## src/rtl/multicycle_main_fsm_pkg.sv

```systemverilog
// Shared encodings for the multicycle RISC-V control path: FSM states, opcodes,
// aluOp codes (also used by the ALU decoder) and datapath mux selects.
package multicycle_main_fsm_pkg;

    typedef enum logic [3:0] {
        S_FETCH    = 4'd0,
        S_DECODE   = 4'd1,
        S_MEMADR   = 4'd2,
        S_MEMREAD  = 4'd3,
        S_MEMWB    = 4'd4,
        S_MEMWRITE = 4'd5,
        S_EXECR    = 4'd6,
        S_ALUWB    = 4'd7,
        S_EXECI    = 4'd8,
        S_JAL      = 4'd9,
        S_BEQ      = 4'd10,
        S_HALT     = 4'd11
    } state_t;

    localparam logic [6:0] OP_LW  = 7'b0000011;
    localparam logic [6:0] OP_SW  = 7'b0100011;
    localparam logic [6:0] OP_R   = 7'b0110011;
    localparam logic [6:0] OP_I   = 7'b0010011;
    localparam logic [6:0] OP_JAL = 7'b1101111;
    localparam logic [6:0] OP_BEQ = 7'b1100011;

    localparam logic [1:0] ALUOP_ADD  = 2'b00;
    localparam logic [1:0] ALUOP_SUB  = 2'b01;
    localparam logic [1:0] ALUOP_FUNC = 2'b10;

    localparam logic [1:0] RES_ALUOUT    = 2'b00;
    localparam logic [1:0] RES_DATA      = 2'b01;
    localparam logic [1:0] RES_ALURESULT = 2'b10;

    localparam logic [1:0] SRCA_PC    = 2'b00;
    localparam logic [1:0] SRCA_OLDPC = 2'b01;
    localparam logic [1:0] SRCA_RS1   = 2'b10;

    localparam logic [1:0] SRCB_RS2  = 2'b00;
    localparam logic [1:0] SRCB_IMM  = 2'b01;
    localparam logic [1:0] SRCB_FOUR = 2'b10;

    localparam logic [1:0] IMM_I = 2'b00;
    localparam logic [1:0] IMM_S = 2'b01;
    localparam logic [1:0] IMM_B = 2'b10;
    localparam logic [1:0] IMM_J = 2'b11;

endpackage

```

## src/rtl/multicycle_main_fsm_instr_deco.sv

```systemverilog
// Immediate-format decoder: selects the immExt layout from the opcode alone.
module instr_deco
    import multicycle_main_fsm_pkg::*;
(
    input  logic [6:0] op,
    output logic [1:0] immSrc
);

    always_comb begin
        immSrc = IMM_I;
        case (op)
            OP_SW:   immSrc = IMM_S;
            OP_BEQ:  immSrc = IMM_B;
            OP_JAL:  immSrc = IMM_J;
            default: immSrc = IMM_I;
        endcase
    end

endmodule

```

## src/rtl/multicycle_main_fsm.sv

```systemverilog
// Main control FSM of the multicycle RISC-V datapath: sequences each instruction
// from FETCH through DECODE and its execute states, driving all datapath controls.
module multicycle_main_fsm
    import multicycle_main_fsm_pkg::*;
#(
    parameter int STATE_W = 4
) (
    input  logic               clk,
    input  logic               reset,
    input  logic [6:0]         op,
    input  logic               zero,
    output logic               pcWrite,
    output logic               adrSrc,
    output logic               memWrite,
    output logic               irWrite,
    output logic               regWrite,
    output logic [1:0]         resultSrc,
    output logic [1:0]         aluSrcA,
    output logic [1:0]         aluSrcB,
    output logic [1:0]         aluOp,
    output logic [1:0]         immSrc,
    output logic               illegalOp,
    output logic [STATE_W-1:0] state
);

    state_t     state_q, state_d;
    logic       pc_update, branch, adr_src, mem_write, ir_write, reg_write, illegal;
    logic [1:0] result_src, alu_src_a, alu_src_b, alu_op;

    always_ff @(posedge clk or posedge reset) begin
        if (reset) state_q <= S_FETCH;
        else       state_q <= state_d;
    end

    always_comb begin
        state_d    = S_FETCH;
        pc_update  = 1'b0;
        branch     = 1'b0;
        adr_src    = 1'b0;
        mem_write  = 1'b0;
        ir_write   = 1'b0;
        reg_write  = 1'b0;
        illegal    = 1'b0;
        result_src = RES_ALUOUT;
        alu_src_a  = SRCA_PC;
        alu_src_b  = SRCB_RS2;
        alu_op     = ALUOP_ADD;
        case (state_q)
            S_FETCH: begin
                ir_write   = 1'b1;
                alu_src_b  = SRCB_FOUR;
                result_src = RES_ALURESULT;
                pc_update  = 1'b1;
                state_d    = S_DECODE;
            end
            S_DECODE: begin
                // oldPC + immExt here is the branch target used later by BEQ.
                alu_src_a = SRCA_OLDPC;
                alu_src_b = SRCB_IMM;
                case (op)
                    OP_LW, OP_SW: state_d = S_MEMADR;
                    OP_R:         state_d = S_EXECR;
                    OP_I:         state_d = S_EXECI;
                    OP_JAL:       state_d = S_JAL;
                    OP_BEQ:       state_d = S_BEQ;
                    default: begin
                        illegal = 1'b1;
                        state_d = S_FETCH;
                    end
                endcase
            end
            S_MEMADR: begin
                alu_src_a = SRCA_RS1;
                alu_src_b = SRCB_IMM;
                if (op == OP_LW)      state_d = S_MEMREAD;
                else if (op == OP_SW) state_d = S_MEMWRITE;
                else                  state_d = S_FETCH;
            end
            S_MEMREAD: begin
                adr_src = 1'b1;
                state_d = S_MEMWB;
            end
            S_MEMWB: begin
                result_src = RES_DATA;
                reg_write  = 1'b1;
            end
            S_MEMWRITE: begin
                adr_src   = 1'b1;
                mem_write = 1'b1;
            end
            S_EXECR: begin
                alu_src_a = SRCA_RS1;
                alu_op    = ALUOP_FUNC;
                state_d   = S_ALUWB;
            end
            S_EXECI: begin
                alu_src_a = SRCA_RS1;
                alu_src_b = SRCB_IMM;
                alu_op    = ALUOP_FUNC;
                state_d   = S_ALUWB;
            end
            S_ALUWB: reg_write = 1'b1;
            S_JAL: begin
                alu_src_a = SRCA_OLDPC;
                alu_src_b = SRCB_FOUR;
                pc_update = 1'b1;
                state_d   = S_ALUWB;
            end
            S_BEQ: begin
                alu_src_a = SRCA_RS1;
                alu_op    = ALUOP_SUB;
                branch    = 1'b1;
            end
            S_HALT:  state_d = S_HALT;
            default: state_d = S_FETCH;
        endcase
    end

    // Reset masks every control so no write can fire while the state is abandoned.
    assign pcWrite   = ~reset & (pc_update | (branch & zero));
    assign adrSrc    = ~reset & adr_src;
    assign memWrite  = ~reset & mem_write;
    assign irWrite   = ~reset & ir_write;
    assign regWrite  = ~reset & reg_write;
    assign illegalOp = ~reset & illegal;
    assign resultSrc = reset ? 2'b00 : result_src;
    assign aluSrcA   = reset ? 2'b00 : alu_src_a;
    assign aluSrcB   = reset ? 2'b00 : alu_src_b;
    assign aluOp     = reset ? 2'b00 : alu_op;
    assign state     = STATE_W'(state_q);

    instr_deco u_instr_deco (
        .op     (op),
        .immSrc (immSrc)
    );

endmodule

```

## config.mk

```make
export PLATFORM = sky130hd
export DESIGN_NAME = multicycle_main_fsm
export DESIGN_NICKNAME = d
export VERILOG_FILES = /design/src/rtl/multicycle_main_fsm_pkg.sv /design/src/rtl/multicycle_main_fsm_instr_deco.sv /design/src/rtl/multicycle_main_fsm.sv
export SDC_FILE = /design/constraint.sdc
export NUM_CORES = 1
export LEC_CHECK = 0
export ABC_AREA = 1
export CAP_MARGIN = 20
export CORE_MARGIN = 1.5
export CORE_UTILIZATION = 36
export DETAILED_ROUTE_END_ITERATION = 10
export PLACE_DENSITY = 0.77
export SYNTH_ARGS = -nofsm -noshare
export SYNTH_HDL_FRONTEND = slang
export SYNTH_SLANG_ARGS = --single-unit
```

## constraint.sdc

```tcl
create_clock -name clk -period 1.2 [get_ports clk]
set_input_delay 0.18 -clock clk [delete_from_list [all_inputs] [get_ports clk]]
set_output_delay 0.18 -clock clk [all_outputs]
set_load 0.01 [all_outputs]
```

## After elaboration in Yosys (flattened, before gate mapping)

Cells that the tools add are included.

| operators by class | value |
|---|---|
| $add $sub $neg | 0 |
| multipliers | 0 |
| div/mod/pow operators | 0 |
| $lt $le $gt $ge | 0 |
| equality and inequality tests | 17 |
| shift-type cells | 0 |
| mux-type cells | 21 |
| bitwise operators | 9 |
| reduce and logical (&&, ||, !) cells | 11 |

Operator list:

| cell | number |
|---|---|
| 4-bit one-hot mux with 6 select lines | 1 |
| 4-bit one-hot mux with 5 select lines | 1 |
| 4-bit by 3-bit == test with 1-bit output, second input constant | 4 |
| 4-bit == test, second input constant | 4 |
| 2-bit one-hot mux with 2 select lines | 4 |
| 7-bit by 6-bit == test with 1-bit output, second input constant | 2 |
| 7-bit == test, second input constant | 2 |
| 2-bit OR reduction | 6 |
| 4-bit by 2-bit == test with 1-bit output, second input constant | 2 |
| 1-bit two-way mux | 8 |
| 2-bit two-way mux | 4 |
| 1-bit bitwise AND | 7 |
| 7-bit by 2-bit == test with 1-bit output, second input constant | 1 |
| 7-bit by 5-bit == test with 1-bit output, second input constant | 1 |
| 3-bit two-way mux | 2 |
| 2-bit one-hot mux with 3 select lines | 1 |
| 3-bit OR reduction | 2 |
| 6-bit OR reduction | 1 |
| 4-bit by 1-bit == test with 1-bit output, second input constant | 1 |
| 4-bit logical NOT | 1 |
| 4-bit OR reduction | 1 |
| 1-bit NOT | 1 |
| 1-bit bitwise OR | 1 |

| storage, ports and cells | value |
|---|---|
| flip-flop bits (word level) | 4 |
| bits in latches | 0 |
| RAM bits | 0 |
| ROM bits | 0 |
| bits of input ports | 10 |
| output and inout port bits | 20 |
| logic and storage cells | 59 |
| memories | 0 |

## Longest topological paths before layout

| logic depth | value |
|---|---|
| depth after elaboration | 5 |
| depth in mapped cells | 7 |
| depth with buffers taken out | 7 |

## Cells and area by module

A second synthesis with hierarchy kept.

| second synthesis, totals | value |
|---|---|
| cells, all modules | 112 |
| area total of the unflattened synthesis | 600.6 µm² |

Modules (own cells, without submodules):

| module | times used | cells an instance | area an instance (µm²) | sequential area each (µm²) |
|---|---|---|---|---|
| multicycle_main_fsm | 1 | 95 | 531.8 | 100.1 |
| instr_deco | 1 | 17 | 68.8 | 0.0 |

## Worst setup path after synthesis

No wires, ideal clock.

| timing | value |
|---|---|
| path type | register -> output |
| from | register state_q[2] (netlist: state[2]) |
| to | output resultSrc[1] |
| arrival time | 1065 ps |
| data required time | 1020 ps |
| path slack | -45 ps |
| stages on the path, launching flop included | 5 |
| buffers on the path | 1 |
| cells stage by stage | dfrtp_1 nor2_2 nand2_1 nor2_1 buf_4 |

| between the ends | value |
|---|---|
| cells in the longest elaborated chain, start to end | 3 |
| elaborated cells on any way between the ends | 4 |
| those cells by class | eq/ne: 1; mux: 2; reduce/logical: 1 |

Ends and longest elaborated chain:

| element | RTL line | text |
|---|---|---|
| start: declaration | multicycle_main_fsm.sv:26 | `state_t state_q, state_d;` |
| start signal: assignment | multicycle_main_fsm.sv:32 | `else state_q <= state_d;` |
| 4-bit by 3-bit == test with 1-bit output / 4-bit logical NOT (equally long branches) | multicycle_main_fsm.sv:48 | `case (state_q)` |
| 2-bit one-hot mux with 2 select lines * | multicycle_main_fsm.sv:48 |  |
| 2-bit two-way mux * | multicycle_main_fsm.sv:126 | `assign resultSrc = reset ? 2'b00 : result_src;` |
| end: declaration | multicycle_main_fsm.sv:17 | `output logic [1:0] resultSrc,` |

Mark *: on every way between the ends. The rest lies on a longest branch, timed or not.

## Final worst setup path

| timing | value |
|---|---|
| from | register state_q[2] (netlist: state[2]) |
| to | output illegalOp |

| between the ends | value |
|---|---|
| cells in the longest elaborated chain, start to end | 3 |

Ends and longest elaborated chain:

| element | RTL line | text |
|---|---|---|
| 4-bit by 1-bit == test with 1-bit output | multicycle_main_fsm.sv:48 |  |
| 1-bit two-way mux | multicycle_main_fsm.sv:48 |  |
| 1-bit bitwise AND | multicycle_main_fsm.sv:125 | `assign illegalOp = ~reset & illegal;` |
| end: declaration | multicycle_main_fsm.sv:22 | `output logic illegalOp,` |

Every way passes these cells.

==> metrics <==
status complete, but fails checks; failing checks negative setup slack; Final min period 1.66 ns; DRT Wirelength 3530 µm; Reg2Reg Depth 7; Critical R2R Capture state[2]; number of global-route vias before repair 969; Max Cap Viol 0; top area cells in the synthesized netlist nand2_1, dfrtp_1, nor2_1; CTS tree yes; Comb power frac 72.4%; global-route wire length before repair 4130 µm; Worst Setup SP state[2]; worst reg2reg startpoint state[2]; area growth from synthesis to layout 141%; Post-Syn Nets 107; clk buf depth 2; crit path max fanout 4; Final Max Slew Viols 0; Starting Density 39.3%; #FFs+latches synth 4; Final Wtd Congestion 0.801; max reg flops 4; Clock Skew 0.00681 ns; Critical Path Sink illegalOp; Post-Syn Instances 97; number of vias per cell 5.71; RSZ-0062 raised after global routing yes; Post-Syn Area per Cell 5.34 µm²; Final Total Pwr 1.53 mW; Die Area 1680 µm²; GRT Overall Usage 38.9%; dpl ws -0.744 ns; Worst VDD drop 1.22 mV; Wirelength per Cell 19.3 µm; period utilization 138%; Synth Warn # 0; CP endpoint kind output port; total internal power 0.830 mW; DRC Markers 0; Worst slew margin 84.5%; initial antenna violation count 0; startpoint types register; io pins 30; Final setup viols 19; setup ws final -0.455 ns; Tightest Pin Transition 0.232 ns; CTS Root Cell clkbuf_4; Vias 1045; Core ar. 1320 µm²; layout cells sized above 1 74.4%; Worst-path clk slew 0.05 ns; sequential share of power 14.4%; DRC marker count from the first detailed-route iteration 57; fmax 604 MHz; sequential cell area fraction in the yosys report 19.3%; clk_lat worst skew 0.25 ns; Top FF cell, synth dfrtp_1; Synth Cell Area 518 µm²; Filler cells 45; # diodes 0; Unique masters post-synth 20; final hold vios 0; worst reg2reg setup slack -0.21 ns; largest net degree at the start of global routing 9; clk sinks 4; Static Leak 0.699 nW; Async SR Flop Fraction 100%; die height 40.9 µm; row cnt 13; total CTS buffers 3; CP Data Arrival Time 1.48 ns; grt ovf 0; Final ANT Viol Nets 0; DRT Pass-1 Iters 4; Hold Path Class in -> async; htree depth 1; Post-DP HPWL 1520 µm; nets 179; chip width 40.9 µm; kind of critical path reg -> out; Crit path required time 1.02 ns; Port-buffer cells 29; sw frac 45.7%; top-area cell type share of the netlist area 23.2%; count leader, synth nand2_1; Post-synth EDFFs 0; synth cell count leaders nand2_1, nor2_1, nand3_1; Pwr Density 1230 nW/µm²; clock network power share 13.2%; Psw 0.699 mW; area leader, netlist nand2_1
==> cell type report <==
type / count / area (µm²) / area share (%)
clock buffer: 4 / 26.3 / 2.11
timing repair buffer: 69 / 529 / 42.4
inverter: 16 / 65.1 / 5.22
multi-input combinational: 75 / 503 / 40.3
sequential: 4 / 105 / 8.43
tap: 15 / 18.8 / 1.50
==> power groups by stage <==
| stage | Sequential, mW | Clock (mW) | Combinational (mW) |
|---|---|---|---|
| finish | 0.220 | 0.202 | 1.11 |
| global route | 0.220 | 0.211 | 1.17 |
| CTS | 0.212 | 0.186 | 0.909 |
| detailed placement | 0.189 | 0 | 0.806 |
| global placement | 0.187 | 0 | 0.786 |
| floorplan | 0.201 | 0 | 0.308 |
==> kinds of logic after synthesis <==
group | after synthesis | share of synthesized area [%]
simple gates | 69 | 59.4
compound gates | 6 | 7.01
buf+inv | 18 | 14.3
flops | 4 | 19.3
==> stage by stage <==
step / hold WS [ns] / area [µm²] / std cells / setup TNS [ns] / util (%)
final: 0.303 / 1250 / 183 / -6.14 / 94.7
after global routing: 0.302 / 1250 / 183 / -7.30 / 94.7
after CTS: 0.291 / 1190 / 180 / -4.46 / 90.4
after detailed placement: 0.535 / 1060 / 169 / -9.55 / 80.2
after global placement: 0.531 / 1060 / 169 / -8.88 / 80.2
after floorplan: 0.131 / 536 / 97 / 0 / -
==> routing by layer <==
metal / part of all wire [%] / GRT usage (%) / vias to the layer above / wire length (µm)
met5: 0 / 0 / - / 0
met4: 7.8 / 37.5 / 0 / 274
met3: 10 / 10.3 / 36 / 354
met2: 48 / 69.1 / 104 / 1710
met1: 34 / 34.4 / 462 / 1190
li1: - / - / 443 / -
==> timing repair <==
item | CTS | global route
setup endpoints to repair | 24 | 22
buffers inserted | 9 | 3
hold endpoints to repair | 0 | 0
pin swaps | 16 | 12
hold buffers | 0 | 0
resized for setup | 124 | 36
==> how the worst min path moves through the flow <==
stage / from / endpoint / slack, ns / depth (start not counted)
CTS: reset / state[0] / 0.29 / 3
detailed placement: reset / state[1] / 0.54 / 3
finish: reset / state[2] / 0.30 / 3
global placement: reset / state[2] / 0.53 / 3
floorplan: reset / state[1] / 0.13 / 2
global route: reset / state[0] / 0.30 / 3
==> worst max-delay path, cell delays in order, from the launching register on <==
cell and delay (ns):
dfrtp_2 0.45, buf_6 0.14, nor2_4 0.15, nand2_2 0.12, inv_4 0.08, nand2_2 0.05, nor3_2 0.09, buf_2 0.14
==> placed cells by master (no fill, tap or decap), drive strengths merged <==
| cell type | instances |
|---|---|
| buf | 60 |
| nand2 | 33 |
| nor2 | 22 |
| inv | 16 |
| nand3 | 9 |
| clkbuf | 8 |
| dfrtp | 4 |
| clkdlybuf4s15 | 3 |
| nor3 | 3 |
| o21ai | 2 |
| a21oi | 2 |
| clkdlybuf4s50 | 2 |
| nand3b | 1 |
| a31oi | 1 |
| and2 | 1 |
| o22ai | 1 |
Note: power is estimated with default switching activity, not from simulation.
